$ cat src/rtl/rgb_hue_sequencer.sv
// rgb_hue_sequencer: walks the RGB LED around a six-phase colour wheel.
// Each channel is driven by a registered PWM comparator. A debounced push-button
// toggles between running the wheel and holding the current colour.
// Optional build macro: RGB_GAMMA_EN squares each channel level before it reaches
// the PWM comparator, which gives a more even perceived brightness ramp.
// The red/green/blue outputs are active-high. The top level inverts them for the
// active-low LED pads.

module rgb_hue_sequencer #(
    parameter int unsigned PWM_BITS        = 8,
    parameter int unsigned STEP_CYCLES     = 46875,
    parameter int unsigned DEBOUNCE_CYCLES = 120000
) (
    input  logic       clk,
    input  logic       rst,
    input  logic       btn_n,
    output logic       red,
    output logic       green,
    output logic       blue,
    output logic [2:0] phase,
    output logic       holding
);

    localparam int unsigned StepW = (STEP_CYCLES > 1) ? $clog2(STEP_CYCLES) : 1;
    localparam int unsigned DbW   = (DEBOUNCE_CYCLES > 1) ? $clog2(DEBOUNCE_CYCLES) : 1;

    localparam logic [PWM_BITS-1:0] Max      = {PWM_BITS{1'b1}};
    localparam logic [StepW-1:0]    StepLast = StepW'(STEP_CYCLES - 1);
    localparam logic [DbW-1:0]      DbLast   = DbW'(DEBOUNCE_CYCLES - 1);

    typedef enum logic {
        StRun,
        StHold
    } state_e;

    // Button path
    logic           sync1_q, sync2_q;
    logic           stable_q, stable_d;
    logic [DbW-1:0] db_cnt_q, db_cnt_d;
    logic           press_pulse;

    // Sequencer state
    state_e              state_q, state_d;
    logic                holding_q;
    logic [StepW-1:0]    step_q, step_d;
    logic [PWM_BITS-1:0] ramp_q, ramp_d;
    logic [2:0]          phase_q, phase_d;

    // Channel levels and PWM
    logic [PWM_BITS-1:0] red_lvl, green_lvl, blue_lvl;
    logic [PWM_BITS-1:0] red_eff, green_eff, blue_eff;
    logic [PWM_BITS-1:0] pwm_cnt_q;
    logic                red_q, green_q, blue_q;

    // Two-flop synchroniser. It resets to the idle (released) button level.
    always_ff @(posedge clk or posedge rst) begin
        if (rst) begin
            sync1_q <= 1'b1;
            sync2_q <= 1'b1;
        end else begin
            sync1_q <= btn_n;
            sync2_q <= sync1_q;
        end
    end

    // Debounce: accept a new level only after it has been stable for DEBOUNCE_CYCLES cycles.
    always_comb begin
        stable_d    = stable_q;
        db_cnt_d    = db_cnt_q;
        press_pulse = 1'b0;
        if (sync2_q != stable_q) begin
            if (db_cnt_q == DbLast) begin
                stable_d    = sync2_q;
                db_cnt_d    = '0;
                // Only a 1->0 transition (a press) produces a pulse. A release does not.
                press_pulse = stable_q & ~sync2_q;
            end else begin
                db_cnt_d = db_cnt_q + DbW'(1);
            end
        end else begin
            db_cnt_d = '0;
        end
    end

    // Debounce state registers.
    always_ff @(posedge clk or posedge rst) begin
        if (rst) begin
            stable_q <= 1'b1;
            db_cnt_q <= '0;
        end else begin
            stable_q <= stable_d;
            db_cnt_q <= db_cnt_d;
        end
    end

    // Run/hold toggle on each accepted press.
    always_comb begin
        state_d = state_q;
        if (press_pulse) begin
            state_d = (state_q == StRun) ? StHold : StRun;
        end
    end

    // FSM state register. The holding flag is registered alongside it.
    always_ff @(posedge clk or posedge rst) begin
        if (rst) begin
            state_q   <= StRun;
            holding_q <= 1'b0;
        end else begin
            state_q   <= state_d;
            holding_q <= (state_d == StHold);
        end
    end

    // Step counter, ramp and phase advance only while running.
    // A tick that coincides with a press still lands, because the decision uses state_q.
    always_comb begin
        step_d  = step_q;
        ramp_d  = ramp_q;
        phase_d = phase_q;
        if (state_q == StRun) begin
            if (step_q == StepLast) begin
                step_d = '0;
                if (ramp_q != Max) begin
                    ramp_d = ramp_q + PWM_BITS'(1);
                end else begin
                    ramp_d  = '0;
                    phase_d = (phase_q == 3'd5) ? 3'd0 : phase_q + 3'd1;
                end
            end else begin
                step_d = step_q + StepW'(1);
            end
        end
    end

    // Wheel position registers.
    always_ff @(posedge clk or posedge rst) begin
        if (rst) begin
            step_q  <= '0;
            ramp_q  <= '0;
            phase_q <= '0;
        end else begin
            step_q  <= step_d;
            ramp_q  <= ramp_d;
            phase_q <= phase_d;
        end
    end

    // Colour wheel: one channel ramps up or down while the other two sit at MAX or 0.
    always_comb begin
        red_lvl   = '0;
        green_lvl = '0;
        blue_lvl  = '0;
        unique case (phase_q)
            3'd0: begin
                red_lvl   = Max;
                green_lvl = ramp_q;
            end
            3'd1: begin
                red_lvl   = Max - ramp_q;
                green_lvl = Max;
            end
            3'd2: begin
                green_lvl = Max;
                blue_lvl  = ramp_q;
            end
            3'd3: begin
                green_lvl = Max - ramp_q;
                blue_lvl  = Max;
            end
            3'd4: begin
                red_lvl   = ramp_q;
                blue_lvl  = Max;
            end
            3'd5: begin
                red_lvl   = Max;
                blue_lvl  = Max - ramp_q;
            end
            default: begin
                red_lvl   = '0;
                green_lvl = '0;
                blue_lvl  = '0;
            end
        endcase
    end

`ifdef RGB_GAMMA_EN
    // Square-law correction: (l*l) >> PWM_BITS, taken from the upper half of the full product.
    function automatic logic [PWM_BITS-1:0] gamma_corr(input logic [PWM_BITS-1:0] lvl);
        logic [2*PWM_BITS-1:0] prod;
        prod = (2 * PWM_BITS)'(lvl) * (2 * PWM_BITS)'(lvl);
        return prod[2*PWM_BITS-1:PWM_BITS];
    endfunction

    assign red_eff   = gamma_corr(red_lvl);
    assign green_eff = gamma_corr(green_lvl);
    assign blue_eff  = gamma_corr(blue_lvl);
`else
    assign red_eff   = red_lvl;
    assign green_eff = green_lvl;
    assign blue_eff  = blue_lvl;
`endif

    // Free-running PWM counter. It keeps counting in HOLD so the held colour stays lit.
    always_ff @(posedge clk or posedge rst) begin
        if (rst) begin
            pwm_cnt_q <= '0;
        end else begin
            pwm_cnt_q <= pwm_cnt_q + PWM_BITS'(1);
        end
    end

    // Registered comparators. Level 0 gives a constant 0; MAX is high for MAX of MAX+1 cycles.
    always_ff @(posedge clk or posedge rst) begin
        if (rst) begin
            red_q   <= 1'b0;
            green_q <= 1'b0;
            blue_q  <= 1'b0;
        end else begin
            red_q   <= (pwm_cnt_q < red_eff);
            green_q <= (pwm_cnt_q < green_eff);
            blue_q  <= (pwm_cnt_q < blue_eff);
        end
    end

    assign red     = red_q;
    assign green   = green_q;
    assign blue    = blue_q;
    assign phase   = phase_q;
    assign holding = holding_q;

endmodule

$ cat config.mk
export PLATFORM = sky130hd
export DESIGN_NAME = rgb_hue_sequencer
export DESIGN_NICKNAME = d
export VERILOG_FILES = /design/src/rtl/rgb_hue_sequencer.sv
export SDC_FILE = /design/constraint.sdc
export NUM_CORES = 1
export LEC_CHECK = 0
export BUFFER_PORTS_ARGS = -buffer_cell sky130_fd_sc_hd__buf_2
export CAP_MARGIN = 40
export CORE_MARGIN = 1
export CORE_UTILIZATION = 40
export CTS_BUF_LIST = sky130_fd_sc_hd__clkbuf_4 sky130_fd_sc_hd__clkbuf_8
export DETAILED_ROUTE_END_ITERATION = 8
export PLACE_DENSITY = 0.52
export SKIP_CTS_REPAIR_TIMING = 1
export SYNTH_ARGS = -nofsm -noshare
export SYNTH_HDL_FRONTEND = slang
export SYNTH_SLANG_ARGS = --single-unit
$ cat constraint.sdc
create_clock -name clk -period 3.4 [get_ports clk]
set_input_delay 0.34 -clock clk [delete_from_list [all_inputs] [get_ports clk]]
set_output_delay 0.34 -clock clk [all_outputs]
set_load 0.02 [all_outputs]
# Word level (Yosys, flattened, before mapping)
# Index checks and enable logic that the tools add are counted.
[totals] inputBits=3 register_bits=59 out_inout_bits=7 mem_bits_ro=0 latch_bits=0 elab_cells=52 ram_bits=0 mem_count=0
[classes] shifts=0 n_div=0 n_reduce_logical=7 n_mul=0 n_lt_le_gt_ge=3 n_eq_ne=9 n_addsub=6 bitwise_logic=4 mux=11
[op_table] operator="$pmux 8 s3" n=3
[op_table] operator="$mux 17" n=2
[op_table] operator="$lt 8x8->1" n=3
[op_table] operator="$add 17x1->17 const B" n=1
[op_table] operator="$eq 17x17->1 const B" n=1
[op_table] operator="$add 16x1->16 const B" n=1
[op_table] operator="$add 8x1->8 const B" n=2
[op_table] operator="$eq 16x16->1 const B" n=1
[op_table] operator="$mux 16" n=1
[op_table] operator="$mux 8" n=1
[op_table] operator="$ne 8x8->1 const B" n=1
[op_table] operator="$sub 8x8->8 const A" n=1
[op_table] operator="$eq 3x2->1 const B" n=2
[op_table] operator="$eq 3x3->1 const B" n=2
[op_table] operator="$reduce_or 2->1" n=3
[op_table] operator="$reduce_and 2->1" n=2
[op_table] operator="$add 3x1->3 const B" n=1
[op_table] operator="$eq 3x1->1 const B" n=1
[op_table] operator="$logic_not 3->1" n=1
[op_table] operator="$mux 1" n=3
[op_table] operator="$mux 3" n=1
[op_table] operator="$not 1->1" n=3
[op_table] operator="$reduce_and 3->1" n=1
[op_table] operator="$and 1x1->1" n=1
[op_table] operator="$ne 1x1->1" n=1

# Longest topological paths before layout
[depth] depth_word=4 mapped_depth=10 depth_no_buf=9

# Worst setup path after synthesis
# Ideal clock, no wire load.
[synth_timing] kind="flip-flop to flip-flop" startpoint="register phase_q[2], in the netlist phase[2]" endpoint="register green_q, in the netlist green" t_arrival_ns=2.458 slack_ns=0.860 setup_ns=0.082 required_time_ns=3.318 period_less_slack_ns=2.540 stages_incl_launch_ff=11 n_path_buf=1 cell_sequence="dfrtp_1 > clkbuf_1 > clkinv_1 > ha_1 > inv_1 > a2bb2oi_1 > ha_1 > a21o_1 > a221oi_1 > o21ai_0 > a31oi_1"
[synth_between] elab_chain_len=4 elab_cells_between_ends=7 cone_classes="order compare: 1; eq/ne: 3; mux: 1; reduce/logical: 2"
[synth_lines] item="start, declared" line="47" text="logic [2:0] phase_q, phase_d;"
[synth_lines] item="start signal, assigned" line="145" text="phase_q <= phase_d;"
[synth_lines] item="$eq 3x2->1 / $eq 3x1->1 (equally long branches)" line="154" text="unique case (phase_q)"
[synth_lines] item="$reduce_or 2->1 (no source line)"
[synth_lines] item="$pmux 8 s3 (*)" line="154"
[synth_lines] item="$lt 8x8->1 (*)" line="221" text="green_q <= (pwm_cnt_q < green_eff);"
[synth_lines] item="end signal, assigned" line="221"
[synth_lines] item="end, declared" line="53" text="logic red_q, green_q, blue_q;"
# Mark *: on every way between the ends. The rest lies on a longest branch, timed or not.
# A chain may end at the register's enable or synchronous reset.

# Worst setup path in the final report
[layout_timing] startpoint="register phase_q[1], in the netlist phase[1]" endpoint="register green_q, in the netlist green"
# The elaborated chain is that of the path after synthesis.

==> results.md <==
- Result of the run: finished clean
- Wire length of the first global-routing pass: around 13,000 um
- Clock Root Buffer: sky130_fd_sc_hd__clkbuf_8
- CTS clk-pin slew, worst paths: 0.07 ns
- CTS tree: done
- Count of port buffers added during placement: 9
- Data required time at the worst endpoint: 3.66 ns
- Share of the synthesized area in the top cell type: 38.4%
- Final-report hold violation count: 0
- Class of the tightest hold or removal check: primary input to async pin
- Simple-gate share of the synthesized area: 24.7%
- Clk buf depth: 2
- HPWL after DPL: 5630 um
- Share of power burned in registers: 52.2%
- RSZ-0062 raised after global routing: false
- Final core utilization: 45.8%
- Number of inserted diodes: 0
- Cell type with the highest aggregate area in the netlist: sky130_fd_sc_hd__dfrtp_1
- Setup-violating endpoint count in the final report: 0
- Detailed-route wire length per cell: 15.0 um
- Type of the setup path with the least slack: register to register
- Post-route fraction of the period consumed by the critical path: 78.2%
- Fraction of power consumed by the clock network: a little under half
- RePlAce Congestion: 0.824
- Net count after synthesis: 429
- Sw Share: ~23%
- Overflow after GRT: 0
- Count of final max-slew check failures: 0
- Number of nets in the finished design: 439
- Number of instances in the placed design: around 510
- Leak Pwr: 0.00174 uW
- Final TNS setup: 0 ns
- CTS Sinks: 59
- Violation count after the first detailed-routing iteration: 91
- Critical path arrival: 2.92 ns
- Proportion of layout cells with a drive suffix above 1: 10.2%
- Slew at the pin with the worst max-slew slack: 0.629 ns
- Vias in the first global route: 2,765
- I/O pin count: 10
- Pin count of the biggest net entering global routing: 24
- CTS buffer count: 9
- Kind of capture point of the worst setup path: register
- Synthesized instance count: 398
- Worst-case vdd ir drop: 154 uV
- Clock latency on the worst-skew pair: 0.34 ns
- Crit start category: register
- Count of nets left with antenna violations after detail routing: 0
- Power Density: around 340 mW/mm2
- Register bit total from synthesis: 59
- Area of the die: around 0.0095 mm2
- Row cnt: 34
- Non-filler instance count after layout: 521
- Most frequently used flop master after synthesis: sky130_fd_sc_hd__dfrtp_1
- Highest fanout seen on the critical path: 23
- Max transition margin: 58.0%
- Power spent charging and discharging nets: 309 uW
- Routed vias/inst: 5.46
- Initial antenna violation count: 0
- Async S/R FF share, synth: between 90% and 100%
- Placeable Area: 0.00876 mm2
- Synth area leaders: sky130_fd_sc_hd__dfrtp_1 38%, sky130_fd_sc_hd__ha_1 9.6%, sky130_fd_sc_hd__xnor2_1 7.2%, sky130_fd_sc_hd__nor2_1 5.5%, sky130_fd_sc_hd__nand2_1 2.6%
- Post-synth EDFFs: 0
- Max Clk Rate: 376 MHz
- Sequential share of the synthesized area: 40.6%
- Vert. Die Dim: 97.5 um
- Dominant combinational cell family by area after synthesis: simple AND/OR/NAND/NOR gates
- Distinct cells, synth: 47
- Power share of the combinational group: 2.2%
- DRC errors left: 0
- Number of iterations in the first detailed-routing pass: 4
- Mux contribution to synthesized area: 1.03%
- Post-Route Skew: just over 0.01 ns
- Total routing usage reported by global routing: 17.8%
- Post-synthesis share of cell area spent on xor and xnor gates: a little under 10%
- Compound-cell area share of the yosys netlist: between 10 and 15%
- Minimum clock period: 2.66 ns
- Yosys warning count: 0
- Final Hold Slack: about 0.011 ns
- Post-Syn Area per Cell: ~9.2 um2
- H-tree level count: 3
- Netlist Area Pre-Place: roughly 0.0036 mm2
- Area added between synthesis and finish: 10.0%
- Total wirelength of the detailed-routed design: 7830 um
- Die span in x: 97.5 um
- Starting Density: a little over 40%
- Internal power: 1050 uW
- # Max-Cap Violations: 0
- Via Count: 2,843
- Post-Synth Adder-Cell Area: 9.61%
## cell usage after synthesis (all sizes together) (2+ instances only)
cell,n
a21o,2
a211o,7
mux2,3
nand2b,2
nand3,19
buf,8
dfstp,3
xor2,10
a2bb2oi,2
nand4,15
o21ai,15
and2,3
inv,15
nand4bb,2
and3,4
dfrtp,56
or3,2
o21a,2
nor2,53
xnor2,30
a22oi,5
clkbuf,8
o211ai,2
nor2b,10
ha,28
and4,3
nor4,13
nor3,15
a21oi,16
nand2,25
a31oi,6
nand4b,3
## critical path: stages (launching register included)
cell                        delay [ns]
sky130_fd_sc_hd__dfrtp_1          0.74
sky130_fd_sc_hd__and2_1           0.24
sky130_fd_sc_hd__ha_1             0.27
sky130_fd_sc_hd__inv_1            0.10
sky130_fd_sc_hd__a2bb2oi_1        0.16
sky130_fd_sc_hd__ha_1             0.29
sky130_fd_sc_hd__a21o_1           0.18
sky130_fd_sc_hd__a221oi_1         0.27
sky130_fd_sc_hd__o21ai_0          0.15
sky130_fd_sc_hd__a31oi_1          0.18
## power by group through the flow
stage               registers, uW  clock network, uW  logic [uW]
floorplan                     723                  0        20.8
global placement              725                  0        27.0
detailed placement            725                  0        31.5
CTS                           711                648        31.7
global route                  712                677        35.5
finish                        712                621        29.8
## cells in the final DEF (no fill, tap or decap), types with 2 or more instances in the layout
cell                        Yosys  layout
sky130_fd_sc_hd__a22oi_1        5       5
sky130_fd_sc_hd__nor2_1        53      53
sky130_fd_sc_hd__nand4bb_1      2       2
sky130_fd_sc_hd__o21ai_0       15      15
sky130_fd_sc_hd__inv_1         15      14
sky130_fd_sc_hd__nand3_1       18      18
sky130_fd_sc_hd__buf_4          0       4
sky130_fd_sc_hd__nor2b_1       10      10
sky130_fd_sc_hd__a21oi_1       16      16
sky130_fd_sc_hd__ha_1          28      28
sky130_fd_sc_hd__a31oi_1        6       6
sky130_fd_sc_hd__a2bb2oi_1      2       2
sky130_fd_sc_hd__buf_2          6      10
sky130_fd_sc_hd__nand4_1       15      15
sky130_fd_sc_hd__dfrtp_1       56      56
sky130_fd_sc_hd__and3_1         4       4
sky130_fd_sc_hd__nor4_1        13      13
sky130_fd_sc_hd__xnor2_1       30      30
sky130_fd_sc_hd__xor2_1        10      10
sky130_fd_sc_hd__clkinv_2       0       2
sky130_fd_sc_hd__and2_1         3       3
sky130_fd_sc_hd__nand2b_1       2       2
sky130_fd_sc_hd__nand4b_1       3       3
sky130_fd_sc_hd__a21o_1         2       2
sky130_fd_sc_hd__nand2_1       25      25
sky130_fd_sc_hd__o21a_1         2       2
sky130_fd_sc_hd__and4_1         3       3
sky130_fd_sc_hd__nor3_1        15      15
sky130_fd_sc_hd__dfstp_2        3       3
sky130_fd_sc_hd__or3_4          2       2
sky130_fd_sc_hd__clkbuf_8       0      12
sky130_fd_sc_hd__o211ai_1       2       2
sky130_fd_sc_hd__clkbuf_4       0       2
sky130_fd_sc_hd__a211o_1        7       7
## sequential cells by signal, summed over array words and instances (netlist names)
name and cells:
stable_q 1, step_q 16, pwm_cnt_q 8, sync1_q 1, red 1, ramp_q 8
phase 3, green 1, holding 1, blue 1, db_cnt_q 17, sync2_q 1
## kinds of logic (layout without fill, tap and decap cells)
logic type,after synthesis,in the layout
buffers and inverters,32,47
xor gates and xnor gates,40,40
adders and majority gates,28,28
DFF,59,59
and+or+nand+nor,174,174
muxes,3,3
AOI/OAI and AO/OA,62,62
## metrics by stage
step / cell area [um2] / worst slack (ns) / power [uW]
6_report: 4010 / 0.740 / 1360
5_1_grt: 4010 / 0.544 / 1420
4_1_cts: 4010 / 0.775 / 1390
3_5_place_dp: 3820 / 0.806 / 756
3_3_place_gp: 3790 / 0.857 / 752
2_1_floorplan: 3640 / 0.860 / 744
## path summary, 6_finish.rpt
path                                      startpoint                     to  slack (ns)  cells past startpoint
worst max-delay path            phase[1]$_DFFE_PP0P_        green$_DFF_PP0_        0.74                      9
min in group clk                               btn_n      sync1_q$_DFF_PP1_        0.10                      1
worst min register to register     sync1_q$_DFF_PP1_      sync2_q$_DFF_PP1_        0.36                      0
worst min-delay path                             rst  step_q[6]$_DFFE_PP0N_        0.01                      2
max in group asynchronous                        rst  ramp_q[7]$_DFFE_PP0P_        2.60                      4
worst max register to register  phase[1]$_DFFE_PP0P_        green$_DFF_PP0_        0.74                      9
## layer usage
metal / track usage (%) / share of wire [%]
met5: 0 / 0
met4: 5.09 / 1.2
met3: 4.10 / 2.3
met2: 28.9 / 48
met1: 23.7 / 48
## final cells by class
type / instances / area, um2
Timing Repair Buffer: 15 / 108
Inverter: 16 / 60.1
Clock inverter: 2 / 10.0
Sequential cell: 59 / 1480
Multi-Input combinational cell: 307 / 2040
Clock buffer: 14 / 180
Tap cell: 108 / 135
Fill cell: 859 / 4750
(Power assumes the default switching activity.)
